<file path="src/rtl/jt49_noise_pkg.sv">
// Shared constants for the time-multiplexed noise scheduler.
// Contents: LFSR width and taps, FSM state encoding, reset constants.
// Also holds the single-step LFSR function used by the channel datapath.
package jt49_noise_pkg;

  localparam int LFSR_W = 17;
  localparam int TAP_A  = 0;
  localparam int TAP_B  = 2;

  typedef enum logic {
    IDLE = 1'b0,
    SCAN = 1'b1
  } state_t;

  localparam state_t              STATE_RST = IDLE;
  localparam logic [LFSR_W-1:0]   LFSR_RST  = '0;

  // The all-zero term re-seeds a cleared register, so reset to zero is legal.
  function automatic logic [LFSR_W-1:0] lfsr_step(input logic [LFSR_W-1:0] s);
    logic fb;
    fb = s[TAP_A] ^ s[TAP_B] ^ (s == '0);
    return {fb, s[LFSR_W-1:1]};
  endfunction

endpackage

</file>
<file path="src/rtl/jt49_noise_step.sv">
// Purpose: next-state of one noise channel (divider counter, /2 toggle, LFSR).
// Latency: purely combinational; the caller registers the result.
// Backpressure: none. Ports: per/cnt/div/lfsr in, cnt_nx/div_nx/lfsr_nx out.
module jt49_noise_step
  import jt49_noise_pkg::*;
#(
  parameter int PW = 5
) (
  input  logic [PW-1:0]     per,
  input  logic [PW-1:0]     cnt,
  input  logic              div,
  input  logic [LFSR_W-1:0] lfsr,
  output logic [PW-1:0]     cnt_nx,
  output logic              div_nx,
  output logic [LFSR_W-1:0] lfsr_nx
);

  logic [PW-1:0] eff;
  logic [PW:0]   cnt_inc;

  always_comb begin
    eff     = (per == '0) ? PW'(1) : per;
    // One extra bit so cnt = all-ones never wraps past the compare.
    cnt_inc = {1'b0, cnt} + (PW+1)'(1);
    cnt_nx  = cnt_inc[PW-1:0];
    div_nx  = div;
    lfsr_nx = lfsr;
    if (cnt_inc >= {1'b0, eff}) begin
      cnt_nx = '0;
      div_nx = ~div;
      // Step on the 0->1 edge of the divider: net rate is one step per 2*eff ticks.
      if (!div) begin
        lfsr_nx = lfsr_step(lfsr);
      end
    end
  end

endmodule

</file>
<file path="src/rtl/jt49_noise_sched.sv">
// Purpose: NCH noise generators sharing one step datapath, swept round-robin per cen.
// Latency: channel k updates NCH-relative at edge k+1 after cen; noise is registered.
// Backpressure: cen during a sweep is held one-deep when JT49_NOISE_PENDING_EN is
//   defined (a further cen sets sticky overrun); otherwise it is ignored.
// Ports: clk, rst (sync, active-high), cen, per_we/per_sel/per_din, noise[NCH], busy, overrun.
module jt49_noise_sched
  import jt49_noise_pkg::*;
#(
  parameter int NCH = 3,
  parameter int PW  = 5,
  localparam int SW = (NCH > 1) ? $clog2(NCH) : 1
) (
  input  logic           clk,
  input  logic           rst,
  input  logic           cen,
  input  logic           per_we,
  input  logic [SW-1:0]  per_sel,
  input  logic [PW-1:0]  per_din,
  output logic [NCH-1:0] noise,
  output logic           busy,
  output logic           overrun
);

  localparam logic [SW-1:0] LAST = SW'(NCH - 1);

  logic [PW-1:0]     per_q  [NCH];
  logic [PW-1:0]     cnt_q  [NCH];
  logic              div_q  [NCH];
  logic [LFSR_W-1:0] lfsr_q [NCH];

  state_t        state_q, state_nx;
  logic [SW-1:0] idx_q, idx_nx;
  logic          visit;
  logic          sel_ok;

  logic [PW-1:0]     cnt_nx;
  logic              div_nx;
  logic [LFSR_W-1:0] lfsr_nx;

  jt49_noise_step #(.PW(PW)) u_step (
    .per     (per_q[idx_q]),
    .cnt     (cnt_q[idx_q]),
    .div     (div_q[idx_q]),
    .lfsr    (lfsr_q[idx_q]),
    .cnt_nx  (cnt_nx),
    .div_nx  (div_nx),
    .lfsr_nx (lfsr_nx)
  );

  assign sel_ok = (32'(per_sel) < NCH);

`ifdef JT49_NOISE_PENDING_EN
  logic pend_q, pend_nx;
  logic ovr_q, ovr_nx;
`endif

  always_comb begin
    state_nx = state_q;
    idx_nx   = idx_q;
    visit    = 1'b0;
`ifdef JT49_NOISE_PENDING_EN
    pend_nx  = pend_q;
    ovr_nx   = ovr_q;
`endif
    case (state_q)
      IDLE: begin
        if (cen) begin
          state_nx = SCAN;
          idx_nx   = '0;
        end
      end
      SCAN: begin
        visit  = 1'b1;
        idx_nx = idx_q + SW'(1);
`ifdef JT49_NOISE_PENDING_EN
        if (cen) begin
          if (pend_q) ovr_nx = 1'b1;
          pend_nx = 1'b1;
        end
`endif
        if (idx_q == LAST) begin
          idx_nx   = '0;
          state_nx = IDLE;
`ifdef JT49_NOISE_PENDING_EN
          // A cen on the final visit edge restarts just like a held one.
          if (pend_q || cen) begin
            state_nx = SCAN;
            pend_nx  = 1'b0;
          end
`endif
        end
      end
      default: state_nx = IDLE;
    endcase
  end

  always_ff @(posedge clk) begin
    if (rst) begin
      state_q <= STATE_RST;
      idx_q   <= '0;
`ifdef JT49_NOISE_PENDING_EN
      pend_q  <= 1'b0;
      ovr_q   <= 1'b0;
`endif
      for (int i = 0; i < NCH; i++) begin
        per_q[i]  <= '0;
        cnt_q[i]  <= '0;
        div_q[i]  <= 1'b0;
        lfsr_q[i] <= LFSR_RST;
      end
    end else begin
      state_q <= state_nx;
      idx_q   <= idx_nx;
`ifdef JT49_NOISE_PENDING_EN
      pend_q  <= pend_nx;
      ovr_q   <= ovr_nx;
`endif
      if (visit) begin
        cnt_q[idx_q]  <= cnt_nx;
        div_q[idx_q]  <= div_nx;
        lfsr_q[idx_q] <= lfsr_nx;
      end
      // The visit above already read the old period, so a colliding write is safe.
      if (per_we && sel_ok) begin
        per_q[per_sel] <= per_din;
      end
    end
  end

  always_comb begin
    noise = '0;
    for (int i = 0; i < NCH; i++) begin
      noise[i] = lfsr_q[i][LFSR_W-1];
    end
  end

  assign busy = (state_q == SCAN);

`ifdef JT49_NOISE_PENDING_EN
  assign overrun = ovr_q;
`else
  assign overrun = 1'b0;
`endif

endmodule
</file>
<file path="config.mk">
export PLATFORM = sky130hd
export DESIGN_NAME = jt49_noise_sched
export DESIGN_NICKNAME = d
export VERILOG_FILES = /design/src/rtl/jt49_noise_pkg.sv /design/src/rtl/jt49_noise_step.sv /design/src/rtl/jt49_noise_sched.sv
export SDC_FILE = /design/constraint.sdc
export NUM_CORES = 1
export LEC_CHECK = 0
export CAP_MARGIN = 20
export CORE_ASPECT_RATIO = 1.4
export CORE_MARGIN = 10
export CORE_UTILIZATION = 30
export DETAILED_ROUTE_END_ITERATION = 7
export PLACE_DENSITY = 0.48
export SYNTH_ARGS = -nofsm -noshare
export SYNTH_HDL_FRONTEND = slang
export SYNTH_SLANG_ARGS = --single-unit
</file>
<file path="constraint.sdc">
create_clock -name clk -period 3.6 [get_ports clk]
set_input_delay 0.72 -clock clk [delete_from_list [all_inputs] [get_ports clk]]
set_output_delay 0.72 -clock clk [all_outputs]
set_load 0.05 [all_outputs]
</file>
==> flow_results.xml <==
<?xml version="1.0" encoding="UTF-8"?>
<metrics>
  <group name="placed_design">
    <metric name="dp.final_hpwl" unit="um">7330</metric>
    <metric name="placed_cells_incl_taps" unit="">611</metric>
    <metric name="place_worst_setup_slack" unit="ps">217</metric>
    <metric name="gpl.final_weighted_congestion" unit="">0.755</metric>
    <metric name="number_of_buffers_inserted_by_port_buffering" unit="">14</metric>
    <metric name="placedInstanceArea" unit="um^2">5830</metric>
  </group>
  <group name="floorplanning">
    <metric name="dieWidth" unit="um">132</metric>
    <metric name="die_y" unit="um">177</metric>
    <metric name="std_cell_rows" unit="">57</metric>
    <metric name="design.die.area" unit="um^2">23500</metric>
    <metric name="fp.coreArea" unit="um^2">17400</metric>
    <metric name="ioPinCount" unit="">16</metric>
    <metric name="initial_utilization" unit="%">30.5</metric>
  </group>
  <group name="setup_path">
    <metric name="endpoint_kind" unit="">register</metric>
    <metric name="worstPathArrival" unit="ps">3470</metric>
    <metric name="crit_chain" unit="">mux4_1 -&gt; ha_1 -&gt; xnor2_1 -&gt; inv_1 -&gt; ha_1 -&gt; o21ai_0 -&gt; o21ai_1 -&gt; a31oi_2 -&gt; buf_12 -&gt; mux2i_1 -&gt; nor2_1</metric>
    <metric name="crit_path_max_incr_delay" unit="ps">620</metric>
    <metric name="crit_buf_inv" unit="">2</metric>
    <metric name="critical_path_peak_fanout" unit="">17</metric>
    <metric name="timing.critical_path.max_delay_family" unit="">multiplexers</metric>
    <metric name="cp.required" unit="ps">3750</metric>
    <metric name="cpMaxStageDelayCell" unit="">sky130_fd_sc_hd__mux4_1</metric>
    <metric name="path_type_of_the_worst_setup_path" unit="">register to register</metric>
    <metric name="worstSetupStartpointType" unit="">register</metric>
    <metric name="critPathMostFrequentCell" unit="">sky130_fd_sc_hd__ha_1</metric>
  </group>
  <group name="routing">
    <metric name="vias_per_cell" unit="">4.53</metric>
    <metric name="totalWireLength" unit="um">11200</metric>
    <metric name="drt_pass1_iterations" unit="">5</metric>
    <metric name="antenna_left" unit="">0</metric>
    <metric name="avgRoutedWirePerCell" unit="um">17.4</metric>
    <metric name="starting_drc_count_in_detailed_routing" unit="">104</metric>
    <metric name="num_vias" unit="">2913</metric>
    <metric name="drcViolationCount" unit="">0</metric>
  </group>
  <group name="clock_network">
    <metric name="clock_sinks" unit="">117</metric>
    <metric name="clock_latency" unit="ps">410</metric>
    <metric name="clkSlewWorstSetupHoldPaths" unit="ps">50</metric>
    <metric name="cts_made_buffers" unit="">17</metric>
    <metric name="cts_hold_buf" unit="">0</metric>
    <metric name="cts_resized" unit="">0</metric>
    <metric name="cts_tree" unit="">yes</metric>
    <metric name="cts-root-buf" unit="">sky130_fd_sc_hd__clkbuf_16</metric>
    <metric name="cts.htree.levels" unit="">4</metric>
    <metric name="clk_path_buf_depth" unit="">2</metric>
    <metric name="post_cts_buffers" unit="">0</metric>
  </group>
  <group name="hold_path">
    <metric name="hp-class" unit="">register to register</metric>
  </group>
  <group name="logic_synthesis">
    <metric name="synth_largest_type_area_fraction" unit="%">63.3</metric>
    <metric name="post_syn_area" unit="um^2">5310</metric>
    <metric name="dominantRegCellSynth" unit="">sky130_fd_sc_hd__edfxtp_1</metric>
    <metric name="yosysTopAreaCell" unit="">sky130_fd_sc_hd__edfxtp_1</metric>
    <metric name="yosysWarningCount" unit="">0</metric>
    <metric name="edff_count_synth" unit="">112</metric>
    <metric name="yosys_register_bits" unit="">117</metric>
    <metric name="synth_top_cells_by_count" unit="">112 x sky130_fd_sc_hd__edfxtp_1, 73 x sky130_fd_sc_hd__nor2_1, 29 x sky130_fd_sc_hd__inv_1</metric>
    <metric name="synth.top_cells.by_area" unit="">sky130_fd_sc_hd__edfxtp_1 63%, sky130_fd_sc_hd__mux4_2 9.8%, sky130_fd_sc_hd__nor2_1 5.2%, sky130_fd_sc_hd__mux2i_1 3.0%, sky130_fd_sc_hd__mux4_1 2.5%</metric>
    <metric name="synth_most_common_cell" unit="">sky130_fd_sc_hd__edfxtp_1</metric>
    <metric name="synthCells" unit="">359</metric>
    <metric name="synthesis.area_per_instance" unit="um^2">14.8</metric>
    <metric name="ys_async_sr_fraction" unit="%">0</metric>
    <metric name="post_synth_num_cell_types" unit="">38</metric>
    <metric name="yosysSeqAreaShare" unit="%">65.2</metric>
  </group>
  <group name="grt">
    <metric name="groute.usage.overall" unit="%">10.1</metric>
    <metric name="grt_first_pass_wirelength" unit="um">17900</metric>
    <metric name="grt-ovfl-total" unit="">0</metric>
    <metric name="via_count_of_the_first_global_routing_pass" unit="">3248</metric>
    <metric name="grt_max_degree" unit="">25</metric>
    <metric name="grt_antenna_before_repair" unit="">0</metric>
  </group>
  <group name="pwr">
    <metric name="vdd.ir_drop.worst" unit="uV">301</metric>
    <metric name="power.static_leakage" unit="nW">2.42</metric>
    <metric name="p_seq_share" unit="%">44.8</metric>
    <metric name="combinationalPowerShare" unit="%">13.4</metric>
    <metric name="pwr_density_cell" unit="nW/um^2">563</metric>
    <metric name="overall_power_after_layout" unit="mW">3.58</metric>
    <metric name="total_switching_power" unit="uW">873</metric>
    <metric name="power.share.clock" unit="%">41.9</metric>
    <metric name="swShare" unit="%">24.4</metric>
    <metric name="total_internal_power" unit="mW">2.71</metric>
  </group>
  <group name="sta">
    <metric name="max_freq" unit="MHz">301</metric>
    <metric name="timing.max_slew.rel_slack" unit="%">50.4</metric>
    <metric name="hold_worst_slack" unit="ps">553</metric>
    <metric name="final_max_slew_viol_count" unit="">0</metric>
    <metric name="worst_pin_slew" unit="ps">744</metric>
    <metric name="hold_viol_final" unit="">0</metric>
    <metric name="post-route-min-period" unit="ps">3320</metric>
    <metric name="rsz0062_at_grt" unit="">no</metric>
    <metric name="setup_viol_count_final" unit="">0</metric>
    <metric name="timing.final.ws_setup" unit="ps">280</metric>
    <metric name="finalClockSkew" unit="ps">11.1</metric>
    <metric name="total_negative_slack" unit="ps">0</metric>
    <metric name="tcrit_tclk_final" unit="%">92.2</metric>
  </group>
  <group name="layout">
    <metric name="antenna_cells" unit="">0</metric>
    <metric name="layout.nets" unit="">411</metric>
    <metric name="design_area_final" unit="um^2">6360</metric>
    <metric name="synthToLayoutAreaGrowth" unit="%">19.8</metric>
    <metric name="final_util" unit="%">36.6</metric>
    <metric name="layout-drive-gt1-share" unit="%">19.9</metric>
    <metric name="final-instance-count-excl-fill" unit="">643</metric>
  </group>
  <group name="run">
    <metric name="cap_violations" unit="">0</metric>
  </group>
  <group name="outcome">
    <metric name="outcome" unit="">finished, final reports clean</metric>
  </group>
</metrics>
## per-layer routing
layer	GRT usage [%]	up-vias	part of all wire (%)
met4	4.00	0	1.2
met3	2.43	15	2.1
li1	-	1383	-
met5	0	-	0
met2	19.7	34	59
met1	9.92	1481	38
## power by group through the flow
stage	Clock, mW	Combinational (mW)	Sequential (mW)
detailed placement	0	0.483	1.63
global placement	0	0.476	1.63
floorplan	0	0.347	1.62
CTS	1.53	0.485	1.60
global route	1.60	0.533	1.61
finish	1.50	0.479	1.60
## worst reg2reg max path, delay by kind of cell (launching register included)
| kind | cells | cell delay, ps |
|---|---|---|
| adder cells (fa/ha/maj) | 2 | 550 |
| AO/OA/AOI/OAI | 3 | 530 |
| flip-flops | 1 | 370 |
| multiplexers | 2 | 1000 |
| AND/OR/NAND/NOR | 1 | 90 |
| buffers and inverters | 2 | 290 |
| XOR/XNOR | 1 | 240 |
## worst paths after layout
kind                                from            to  slack (ps)  depth (start not counted)
worst min register to register      busy      register         550                          2
worst max register to register  register  lfsr_q[1][4]         280                         11
worst max-delay path            register  lfsr_q[1][4]         280                         11
worst min-delay path                busy      register         550                          2
## cell usage in the layout, fill, tap and decap left out, types with 2 or more instances in the layout
cell                              netlist  layout
sky130_fd_sc_hd__a21oi_1                4       4
sky130_fd_sc_hd__and2_1                16      16
sky130_fd_sc_hd__buf_12                 0       4
sky130_fd_sc_hd__buf_4                  6      13
sky130_fd_sc_hd__clkbuf_1               8       3
sky130_fd_sc_hd__clkbuf_16              0      17
sky130_fd_sc_hd__clkdlybuf4s50_1        0      14
sky130_fd_sc_hd__clkinv_1               0       2
sky130_fd_sc_hd__clkinv_2               0       7
sky130_fd_sc_hd__conb_1                 1       6
sky130_fd_sc_hd__dfxtp_1                5       4
sky130_fd_sc_hd__edfxtp_1             112     112
sky130_fd_sc_hd__ha_1                   6       6
sky130_fd_sc_hd__inv_1                 29      29
sky130_fd_sc_hd__mux2i_1               16      14
sky130_fd_sc_hd__mux2i_2                0       2
sky130_fd_sc_hd__mux4_1                 5       5
sky130_fd_sc_hd__mux4_2                23      23
sky130_fd_sc_hd__nand2_1                6       6
sky130_fd_sc_hd__nand2b_1               5       5
sky130_fd_sc_hd__nand3_1                2       2
sky130_fd_sc_hd__nor2_1                73      72
sky130_fd_sc_hd__nor2b_1                3       3
sky130_fd_sc_hd__nor3_1                 6       6
sky130_fd_sc_hd__nor4_1                 2       2
sky130_fd_sc_hd__nor4bb_1               2       2
sky130_fd_sc_hd__or2_2                  4       4
sky130_fd_sc_hd__xnor2_1                4       4
## cell families after synthesis
group	Yosys count	share of synthesized area [%]
and+or+nand+nor	125	11.2
buffers and inverters	49	4.38
other	1	0.0706
xor gates and xnor gates	4	0.659
muxes	44	15.2
adders and majority gates	6	1.41
AOI/OAI and AO/OA	13	1.84
DFF	117	65.2
## area by class of cell
| type | count | area, um^2 |
|---|---|---|
| Clock inverter | 12 | 88.8 |
| Fill cell | 1706 | 11000 |
| Sequential cell | 117 | 3460 |
| Inverter | 29 | 109 |
| Timing Repair Buffer | 31 | 318 |
| Multi-Input combinational cell | 198 | 1650 |
| Tap cell | 236 | 295 |
| Clock buffer | 20 | 437 |
## flip-flops by register name, summed over array words and instances (netlist names), named ones only
register  flops
idx_q         2
cnt_q        20
div_q         4
per_q        20
busy          1
lfsr_q       68
No activity file was read; power rests on OpenSTA's default activity.
